[config.mk]
export PLATFORM = sky130hd
export DESIGN_NAME = hazard_scoreboard_flat
export DESIGN_NICKNAME = d
export VERILOG_FILES = /design/src/rtl/hazard_scoreboard_if.sv /design/src/rtl/hazard_scoreboard.sv /design/src/flat_wrapper.sv
export SDC_FILE = /design/constraint.sdc
export NUM_CORES = 1
export LEC_CHECK = 0
export ABC_AREA = 1
export CORE_MARGIN = 1
export CORE_UTILIZATION = 43
export DETAILED_ROUTE_END_ITERATION = 12
export HOLD_SLACK_MARGIN = 0.12
export SKIP_LAST_GASP = 1
export SYNTH_ARGS = -nofsm -noshare
export SYNTH_HDL_FRONTEND = slang
export SYNTH_SLANG_ARGS = --single-unit
[constraint.sdc]
create_clock -name i_clk -period 2.4 [get_ports i_clk]
set_input_delay 0.48 -clock i_clk [delete_from_list [all_inputs] [get_ports i_clk]]
set_output_delay 0.48 -clock i_clk [all_outputs]
set_load 0.02 [all_outputs]
[src/rtl/hazard_scoreboard_if.sv]
`default_nettype none
// +----------------------------------------------------------------------------+
// | Module      : hazard_scoreboard_if                                         |
// | Description : ID-stage request / issue-control bundle for the hazard       |
// |               scoreboard. The master side is the ID stage / pipeline       |
// |               glue, the slave side is the scoreboard itself.               |
// | Revision    : 1.0  initial release                                         |
// +----------------------------------------------------------------------------+
interface hazard_scoreboard_if;
    logic        i_id_valid;
    logic [4:0]  i_id_rs1_addr;
    logic        i_id_rs1_used;
    logic [4:0]  i_id_rs2_addr;
    logic        i_id_rs2_used;
    logic [4:0]  i_id_rd_addr;
    logic        i_id_rd_wren;
    logic        i_ex_br_taken;
    logic        o_stall;
    logic        o_flush_if_id;
    logic        o_flush_id_ex;
    logic        o_issue;
    logic [31:0] o_busy_mask;
    logic        o_redirect;

    modport master (
        output i_id_valid, i_id_rs1_addr, i_id_rs1_used, i_id_rs2_addr,
               i_id_rs2_used, i_id_rd_addr, i_id_rd_wren, i_ex_br_taken,
        input  o_stall, o_flush_if_id, o_flush_id_ex, o_issue,
               o_busy_mask, o_redirect
    );

    modport slave (
        input  i_id_valid, i_id_rs1_addr, i_id_rs1_used, i_id_rs2_addr,
               i_id_rs2_used, i_id_rd_addr, i_id_rd_wren, i_ex_br_taken,
        output o_stall, o_flush_if_id, o_flush_id_ex, o_issue,
               o_busy_mask, o_redirect
    );
endinterface
`default_nettype wire

[src/rtl/hazard_scoreboard.sv]
`default_nettype none
// +----------------------------------------------------------------------------+
// | Module      : hazard_scoreboard                                            |
// | Description : Issue controller for a non-forwarding RV32I pipeline.        |
// |               Per-register countdown scoreboard for RAW stalls plus a      |
// |               redirect FSM that flushes wrong-path fetches after a taken   |
// |               branch/jump resolved in EX.                                  |
// | Revision    : 1.0  initial release                                         |
// +----------------------------------------------------------------------------+
module hazard_scoreboard #(
    parameter int unsigned WB_LAT    = 3,   // issue -> rd readable in ID, 1..7
    parameter int unsigned REDIR_CYC = 1    // extra flush cycles after taken, 0..7
) (
    input  wire logic          i_clk,
    input  wire logic          i_rst_n,
    hazard_scoreboard_if.slave bus
);

    localparam logic [2:0] c_wb_lat    = 3'(WB_LAT);
    localparam logic [2:0] c_redir_cyc = 3'(REDIR_CYC);
    localparam logic       c_redir_en  = (REDIR_CYC != 0);

    localparam logic [0:0] c_st_idle     = 1'b0;
    localparam logic [0:0] c_st_redirect = 1'b1;

    logic [0:0]  r_state;
    logic [0:0]  w_state_nxt;
    logic [2:0]  r_rcnt;
    logic [2:0]  w_rcnt_nxt;
    logic [31:0] w_busy;
    logic        w_hz;
    logic        w_flush;
    logic        w_issue;

    // x0 is hard-wired zero and can never be pending
    assign w_busy[0] = 1'b0;

    // One countdown per architectural register; nonzero means a write is in flight
    generate
        for (genvar r = 1; r < 32; r++) begin : g_cnt
            logic [2:0] r_cnt;

            // Issue of a writer reloads the counter, otherwise it drains towards zero
            always_ff @(posedge i_clk) begin
                if (!i_rst_n) begin
                    r_cnt <= 3'd0;
                end else if (w_issue && bus.i_id_rd_wren && (bus.i_id_rd_addr == 5'(r))) begin
                    r_cnt <= c_wb_lat;
                end else if (r_cnt != 3'd0) begin
                    r_cnt <= r_cnt - 3'd1;
                end
            end

            assign w_busy[r] = (r_cnt != 3'd0);
        end
    endgenerate

    // A source read of a pending register is a RAW hazard; x0 never counts
    assign w_hz = bus.i_id_valid &
                  ((bus.i_id_rs1_used & (bus.i_id_rs1_addr != 5'd0) & w_busy[bus.i_id_rs1_addr]) |
                   (bus.i_id_rs2_used & (bus.i_id_rs2_addr != 5'd0) & w_busy[bus.i_id_rs2_addr]));

    assign w_flush = bus.i_ex_br_taken | (r_state == c_st_redirect);
    assign w_issue = bus.i_id_valid & ~w_hz & ~w_flush & i_rst_n;

    // Redirect FSM state register
    always_ff @(posedge i_clk) begin
        if (!i_rst_n) begin
            r_state <= c_st_idle;
            r_rcnt  <= 3'd0;
        end else begin
            r_state <= w_state_nxt;
            r_rcnt  <= w_rcnt_nxt;
        end
    end

    // Redirect FSM next state: a new taken branch always restarts the flush window
    always_comb begin
        w_state_nxt = r_state;
        w_rcnt_nxt  = r_rcnt;
        case (r_state)
            c_st_idle: begin
                if (bus.i_ex_br_taken && c_redir_en) begin
                    w_state_nxt = c_st_redirect;
                    w_rcnt_nxt  = c_redir_cyc;
                end
            end
            c_st_redirect: begin
                if (bus.i_ex_br_taken) begin
                    w_rcnt_nxt = c_redir_cyc;
                end else if (r_rcnt <= 3'd1) begin
                    w_state_nxt = c_st_idle;
                    w_rcnt_nxt  = 3'd0;
                end else begin
                    w_rcnt_nxt = r_rcnt - 3'd1;
                end
            end
            default: begin
                w_state_nxt = c_st_idle;
                w_rcnt_nxt  = 3'd0;
            end
        endcase
    end

    // Pipeline control outputs; flush wins over stall
    always_comb begin
        bus.o_stall       = w_hz & ~w_flush;
        bus.o_flush_if_id = w_flush;
        bus.o_flush_id_ex = w_flush | w_hz;
        bus.o_issue       = w_issue;
        bus.o_busy_mask   = w_busy;
        bus.o_redirect    = (r_state == c_st_redirect);
    end

endmodule
`default_nettype wire

[src/flat_wrapper.sv]
// flat-port wrapper written by rule: the top's interface ports become plain ports
module hazard_scoreboard_flat 
#(
    parameter int unsigned WB_LAT    = 3,                                      
    parameter int unsigned REDIR_CYC = 1                                           
)
  (i_clk, i_rst_n, bus_i_id_valid, bus_i_id_rs1_addr, bus_i_id_rs1_used, bus_i_id_rs2_addr, bus_i_id_rs2_used, bus_i_id_rd_addr, bus_i_id_rd_wren, bus_i_ex_br_taken, bus_o_stall, bus_o_flush_if_id, bus_o_flush_id_ex, bus_o_issue, bus_o_busy_mask, bus_o_redirect);
  hazard_scoreboard_if bus_i ();
  input  wire logic i_clk;
  input  wire logic i_rst_n;
  input wire logic [$bits(bus_i.i_id_valid)-1:0] bus_i_id_valid;
  input wire logic [$bits(bus_i.i_id_rs1_addr)-1:0] bus_i_id_rs1_addr;
  input wire logic [$bits(bus_i.i_id_rs1_used)-1:0] bus_i_id_rs1_used;
  input wire logic [$bits(bus_i.i_id_rs2_addr)-1:0] bus_i_id_rs2_addr;
  input wire logic [$bits(bus_i.i_id_rs2_used)-1:0] bus_i_id_rs2_used;
  input wire logic [$bits(bus_i.i_id_rd_addr)-1:0] bus_i_id_rd_addr;
  input wire logic [$bits(bus_i.i_id_rd_wren)-1:0] bus_i_id_rd_wren;
  input wire logic [$bits(bus_i.i_ex_br_taken)-1:0] bus_i_ex_br_taken;
  output wire logic [$bits(bus_i.o_stall)-1:0] bus_o_stall;
  output wire logic [$bits(bus_i.o_flush_if_id)-1:0] bus_o_flush_if_id;
  output wire logic [$bits(bus_i.o_flush_id_ex)-1:0] bus_o_flush_id_ex;
  output wire logic [$bits(bus_i.o_issue)-1:0] bus_o_issue;
  output wire logic [$bits(bus_i.o_busy_mask)-1:0] bus_o_busy_mask;
  output wire logic [$bits(bus_i.o_redirect)-1:0] bus_o_redirect;
  assign bus_i.i_id_valid = bus_i_id_valid;
  assign bus_i.i_id_rs1_addr = bus_i_id_rs1_addr;
  assign bus_i.i_id_rs1_used = bus_i_id_rs1_used;
  assign bus_i.i_id_rs2_addr = bus_i_id_rs2_addr;
  assign bus_i.i_id_rs2_used = bus_i_id_rs2_used;
  assign bus_i.i_id_rd_addr = bus_i_id_rd_addr;
  assign bus_i.i_id_rd_wren = bus_i_id_rd_wren;
  assign bus_i.i_ex_br_taken = bus_i_ex_br_taken;
  assign bus_o_stall = bus_i.o_stall;
  assign bus_o_flush_if_id = bus_i.o_flush_if_id;
  assign bus_o_flush_id_ex = bus_i.o_flush_id_ex;
  assign bus_o_issue = bus_i.o_issue;
  assign bus_o_busy_mask = bus_i.o_busy_mask;
  assign bus_o_redirect = bus_i.o_redirect;
  hazard_scoreboard #(.WB_LAT(WB_LAT), .REDIR_CYC(REDIR_CYC)) u_core (.i_clk(i_clk), .i_rst_n(i_rst_n), .bus(bus_i));
endmodule
==> results_dict.tcl, run 1 <==
set metrics [dict create \
    cts_num_sinks 97 \
    seq_area_frac_synth 0.307 \
    path_max_fanout 3 \
    least_setup_slack_across_all_paths_after_layout_ns -0.0520 \
    clk_latency_ns 0.36 \
    remaining_design_rule_violation_count 0 \
    crit_arrival_ns 1.97 \
    clock_period_minus_final_worst_setup_slack_ns 2.45 \
    critical_path.startpoint_type "register" \
    area.growth.synth_to_final_pct 40.1 \
    drt-vias-per-instance 4.62 \
    criticalPathCategory "register to primary output" \
    cts_tree "done" \
    insertedDiodeCount 0 \
    final_nets 1188 \
    type_of_destination_of_the_critical_path "primary output" \
    fmaxAchievable_ghz 0.408 \
    failing_checks "negative setup slack" \
    globalRouteOverflowTotal 0 \
    cts_buffers 9 \
    first_global_vias 5540 \
    die_w_um 123 \
    ys_top_cells_by_area "dfxtp_1, ha_1, nor2_1, xor2_1, nand3_1" \
    placement.io_buffers 57 \
    clkSlewWorstSetupHoldPaths_ns 0.07 \
    die_outline_area_mm2 0.0152 \
    cellLeakagePower_nw 4.29 \
    hold_path.class "register to register" \
    critical_path.slowest_cell "dfxtp_2" \
    dpl-instance-area_mm2 0.00822 \
    routed_wirelength_um 15400 \
    yosysUniqueCellTypes 30 \
    drt-wirelength-per-cell_um 11.9 \
    flip_flop_and_latch_count_after_synthesis 97 \
    stdcell_area_mm2 0.00886 \
    fp.dieH_um 123 \
    outcome "finished, violations left" \
    groute.usage.overall 0.217 \
    clockBufferDepth 2 \
    synth.cell_area_mm2 0.00633 \
    maxCapViolCount 0 \
    first_pass_grt_wire_length_um 25300 \
    htree_num_levels 3 \
    crit_path_max_incr_delay_ns 0.33 \
    finalCritPeriodShare 1.02 \
    slew_violations 0 \
    cp_top_family "simple AND/OR/NAND/NOR gates" \
    setup-violations-final 2 \
    utilization 0.629 \
    detail_route.iter0.violations 228 \
    globalRouteMet2Util 0.375 \
    synthesis.nets 971 \
    final_layout_size_suffix_gt1_frac 0.286 \
    core_mm2 0.0141 \
    asyncSetResetFlopFracSynth 0 \
    firstDrtPassIters 4 \
    cts-root-buf "clkbuf_16" \
    routed-via-count 5950 \
    power.ir.vdd_worst_mv 0.892 \
    maximum_number_of_pins_on_one_net_before_global_route_repair 42 \
    power_per_cell_area_mw_per_mm2 1410 \
    place_hpwl_um 11400 \
    busiest_layer "met2" \
    timing.critical_path.buf_inv 2 \
    finalClockSkew_ns 0.00647 \
    fp-row-count 43 \
    critPathMostFrequentCell "nand2_2" \
    grt_antenna_before_repair 1 \
    cts-hold-fix-buffers 0 \
    yosysTopAreaCell "dfxtp_1" \
    netlist.area_leader.share 0.307 \
    crit_path_cell_trace "inv_1, ha_1, nand2_2, nor2_1, nor2_1, nand2_1, nand2_1, a21oi_1, nor2_1, nand2_2, nand2_2, nand2_2, nor2_2, buf_6" \
    totalPowerFinal_mw 12.5 \
    grt.met3_usage 0.0604 \
    ios 59 \
    place_congestion 0.953 \
    synth_warnings 0 \
    synth-main-ff-cell "dfxtp_1" \
    grt_setup_unrepaired "yes" \
    timing_hold_violations_final 0 \
    gr-usage-met1 0.258 \
    count_of_flip_flops_with_a_built_in_enable_after_synthesis 0 \
    floorplan.initialDensity 0.449 \
    postSynthCellCount 885 \
    drt.antenna.violating_nets 0 \
    required_ns 1.92 \
    syn_avg_cell_area_um2 7.15 \
]
layout by cell type (no fill, tap or decap), types with 3 or more instances in the layout:
| cell type | count |
|---|---|
| nor2_1 | 207 |
| buf_4 | 169 |
| inv_1 | 113 |
| nand3_1 | 91 |
| nand2_1 | 84 |
| dfxtp_1 | 74 |
| xor2_1 | 63 |
| ha_1 | 55 |
| clkdlybuf4s50_1 | 35 |
| a21oi_1 | 34 |
| nor2_4 | 33 |
| nand2_2 | 29 |
| dfxtp_2 | 23 |
| inv_2 | 11 |
| dlymetal6s2s_1 | 10 |
| clkbuf_16 | 9 |
| dlygate4sd2_1 | 9 |
| ha_2 | 8 |
| nand3_2 | 7 |
| o21ai_0 | 6 |
| buf_12 | 6 |
| nor2_2 | 3 |
| nand2_4 | 3 |
| a21oi_2 | 3 |
| clkinv_2 | 3 |
power breakdown:
part           leakage [nW]  internal, mW  total [mW]  switching (mW)
Sequential            0.811          2.36        2.72           0.364
Clock                 0.155         0.861        1.48           0.622
Combinational          3.32          4.11        8.26            4.16
Total                  4.29          7.33        12.5            5.14
through the flow:
step           hold WS, ns  setup TNS [ns]  setup slack (ns)  instances
2_1_floorplan        0.468               0             0.116        885
6_report             0.508         -0.0548           -0.0520       1287
5_1_grt              0.528          -0.492            -0.204       1287
3_3_place_gp         0.487          -15.75            -0.703       1257
3_5_place_dp         0.503          -17.72            -0.729       1257
4_1_cts              0.508         -0.0675           -0.0347       1282
Yosys cell counts (7+ instances only):
library cell / instances
clkbuf_1: 15
nand2_1: 113
nor2_1: 212
a21oi_1: 36
inv_1: 120
nor2_4: 30
o21ai_0: 7
ha_1: 64
dfxtp_1: 97
xor2_1: 63
nand3_1: 97
cell families after synthesis:
logic type,after synthesis,synth area share
buf+inv,149,0.102
other cells,1,0.000593
compound gates,48,0.0398
flops,97,0.307
xor+xnor,63,0.0872
simple gates,463,0.337
fa+ha+maj,64,0.127
path summary, 6_finish.rpt:
| check | startpoint | to | slack (ns) | depth (start not counted) |
|---|---|---|---|---|
| setup / recovery | u_core.g_cnt[8].r_cnt[0] | bus_o_stall | -0.05 | 14 |
| hold / removal | u_core.r_rcnt[2] | u_core.r_rcnt[2] | 0.51 | 2 |
| setup reg to reg | u_core.g_cnt[8].r_cnt[0] | u_core.g_cnt[7].r_cnt[1] | 0.23 | 17 |
| hold reg to reg | u_core.r_rcnt[2] | u_core.r_rcnt[2] | 0.51 | 2 |
tightest hold or removal path: stages (launching register included):
cell,delay [ns]
dfxtp_1,0.32
inv_1,0.06
o21ai_0,0.08
layer usage:
layer	share of wire	wire length [um]
met5	0.00052	8
met4	0.023	346
met3	0.039	593
met2	0.49	7480
met1	0.45	6940
cell type report:
| type | count | area, um^2 |
|---|---|---|
| Clock buffer | 11 | 253 |
| Clock inverter | 5 | 53.8 |
| Timing Repair Buffer | 231 | 1970 |
| Inverter | 124 | 465 |
| Fill cell | 1330 | 5230 |
| Tap cell | 180 | 225 |
| Multi-Input combinational cell | 639 | 3930 |
| Sequential cell | 97 | 1970 |
sequential cells by signal, summed over array words and instances (netlist names):
name,flops
u_core.g_cnt.r_cnt,93
u_core.bus.o_redirect,1
u_core.r_rcnt,3
what timing repair did:
action / CTS / global route
endpoints found under the setup margin: 5 / 15
buffers inserted: 11 / 5
pin swaps: 26 / 19
resized for setup: 92 / 34
Power figures use the tool's default switching activity.
==> run 2: changes to the inputs <==
--- a/config.mk
+++ b/config.mk
@@ -9,6 +9,8 @@
 export CORE_MARGIN = 1
 export CORE_UTILIZATION = 43
 export DETAILED_ROUTE_END_ITERATION = 12
+export DONT_BUFFER_PORTS = 1
+export GPL_ROUTABILITY_DRIVEN = 0
 export HOLD_SLACK_MARGIN = 0.12
 export SKIP_LAST_GASP = 1
 export SYNTH_ARGS = -nofsm -noshare
==> results_dict.tcl, run 2 (synthesis results as in run 1) <==
set metrics [dict create \
    maxCapViolCount 0 \
    hold_path.class "primary input to register" \
    fp-row-count 43 \
    required_ns 1.92 \
    finalCritPeriodShare 1.01 \
    first_pass_grt_wire_length_um 23900 \
    grt.met3_usage 0.0664 \
    preCtsSetupSlack_ns 0.212 \
    maximum_number_of_pins_on_one_net_before_global_route_repair 41 \
    busiest_layer "met2" \
    die_outline_area_mm2 0.0152 \
    power.internal_mw 6.27 \
    crit_path_max_incr_delay_ns 0.32 \
    power_per_cell_area_mw_per_mm2 1470 \
    largest_register "u_core.g_cnt.r_cnt" \
    largest_reg_flops 93 \
    globalRouteOverflowTotal 0 \
    cts-hold-fix-buffers 0 \
    firstDrtPassIters 4 \
    remaining_design_rule_violation_count 0 \
    hold_path.startpoint "bus_i_ex_br_taken" \
    netSwitchingFraction 0.434 \
    power.ir.vdd_worst_mv 0.727 \
    pwr-share-seq 0.249 \
    slew_violations 0 \
    layout_commonest_cell "nor2_1" \
    criticalPathCategory "register to primary output" \
    drt.antenna.violating_nets 0 \
    power_frac_comb 0.600 \
    core_mm2 0.0141 \
    final_nets 1024 \
    cts_num_sinks 97 \
    groute.usage.overall 0.205 \
    type_of_destination_of_the_critical_path "primary output" \
    grt_setup_unrepaired "yes" \
    least_setup_slack_across_all_paths_after_layout_ns -0.0166 \
    critPathLaunch "u_core.g_cnt[22].r_cnt[0]" \
    cts-root-buf "clkbuf_16" \
    worst_slew_pin_slew_ns 0.768 \
    final_layout_size_suffix_gt1_frac 0.258 \
    crit_path_cell_trace "inv_1, ha_1, nand2_2, nand2_1, nand3_1, nand2_1, nand2_1, nand3_2, nand3_2, nand3_2, nand2_2, nand2_2, nor2_1, buf_4" \
    routed-via-count 5309 \
    crit_arrival_ns 1.94 \
    layout.filler_cells 1399 \
    finalClockSkew_ns 0.00794 \
    clockBufferDepth 2 \
    cellLeakagePower_nw 3.46 \
    drt-wirelength-per-cell_um 12.8 \
    critical_path.slowest_cell "dfxtp_2" \
    htree_num_levels 3 \
    place_hpwl_um 10400 \
    insertedDiodeCount 0 \
    clk_latency_ns 0.35 \
    total_switching_power_mw 4.81 \
    p_clk_frac 0.150 \
    grt_antenna_before_repair 0 \
    relSlewSlack 0.486 \
    fmaxAchievable_ghz 0.414 \
    floorplan.initialDensity 0.449 \
    die_w_um 123 \
    cts_tree "done" \
    fp.dieH_um 123 \
    totalPowerFinal_mw 11.1 \
    cts_buffers 9 \
    drt-vias-per-instance 4.73 \
    failing_checks "negative setup slack" \
    first_global_vias 5041 \
    critical_path.startpoint_type "register" \
    placement.io_buffers 0 \
    most-common-layout-cells "nor2_1, inv_1, nand3_1, nand2_1, buf_4" \
    r2r_start "u_core.g_cnt[12].r_cnt[0]" \
    path_max_fanout 3 \
    ios 59 \
    detail_route.iter0.violations 205 \
    globalRouteMet2Util 0.351 \
    clkSlewWorstSetupHoldPaths_ns 0.07 \
    area.growth.synth_to_final_pct 19.2 \
    clock_period_minus_final_worst_setup_slack_ns 2.42 \
    gr-usage-met1 0.240 \
    outcome "finished, violations left" \
    timing_hold_violations_final 0 \
    routed_wirelength_um 14400 \
    setup-violations-final 1 \
]
==> run 2: cell count changes in the layout (fill, tap and decap cells not counted), moves of 10 or more <==
| cell | delta |
|---|---|
| ha_2 | +10 |
| clkdlybuf4s50_1 | -35 |
| dlymetal6s2s_1 | -10 |
| dfxtp_1 | -17 |
| dfxtp_2 | +17 |
| buf_4 | -105 |
| ha_1 | -11 |
==> run 2: cell type report <==
cell class | instances | area (um^2) | share of cell area
inverters | 124 | 465 | 0.0617
clock inverters | 6 | 105 | 0.0139
clock buffers | 10 | 239 | 0.0317
flip-flops and latches | 97 | 1990 | 0.264
repair buffers | 67 | 541 | 0.0717
well taps | 180 | 225 | 0.0299
multi-input cells | 639 | 3980 | 0.527
==> run 2: repair_timing <==
item                                    4_1_cts  5_1_grt
gates resized for setup                      80       45
pin swaps                                    35       44
endpoints found under the setup margin        3        3
buffers inserted                             20       12
cloned                                        0        0
==> run 2: worst paths after layout <==
| kind | to | slack (ns) | cells after the start |
|---|---|---|---|
| worst min-delay path | u_core.bus.o_redirect | 0.25 | 2 |
| worst min register to register | u_core.r_rcnt[2] | 0.53 | 2 |
| worst max register to register | u_core.g_cnt[5].r_cnt[0] | 0.35 | 16 |
| worst max-delay path | bus_o_stall | -0.02 | 14 |
==> run 2: metal layers <==
layer / share of wire / up-vias
met5: 0 / -
met4: 0.011 / 0
met3: 0.067 / 12
met2: 0.48 / 74
met1: 0.45 / 2402
li1: - / 2821
==> run 2: metrics by stage <==
stage | std cells | utilization | hold WS [ns] | TNS [ns] | instance area [um^2]
6_report | 1123 | 0.535 | 0.252 | -0.0166 | 7540
5_1_grt | 1123 | 0.535 | 0.247 | -0.349 | 7540
4_1_cts | 1111 | 0.519 | 0.241 | -0.0420 | 7320
3_5_place_dp | 1075 | 0.473 | 0.508 | 0 | 6670
3_3_place_gp | 1075 | 0.473 | 0.503 | 0 | 6670
2_1_floorplan | 885 | - | 0.468 | 0 | 6330
==> run 2: power by group through the flow <==
stage / combinational, mW / clock, mW / sequential, mW
6_report: 6.65 / 1.66 / 2.76
5_1_grt: 7.64 / 1.77 / 2.85
4_1_cts: 6.42 / 1.71 / 2.75
3_5_place_dp: 5.86 / 0 / 2.74
3_3_place_gp: 5.83 / 0 / 2.73
2_1_floorplan: 4.46 / 0 / 2.68
==> run 2: worst max-delay path: cells and delay by family, from the launching register on <==
family | cells | cell delay, ns
buffers and inverters | 2 | 0.20
adders and majority gates | 1 | 0.20
and+or+nand+nor | 11 | 0.86
DFF | 1 | 0.32
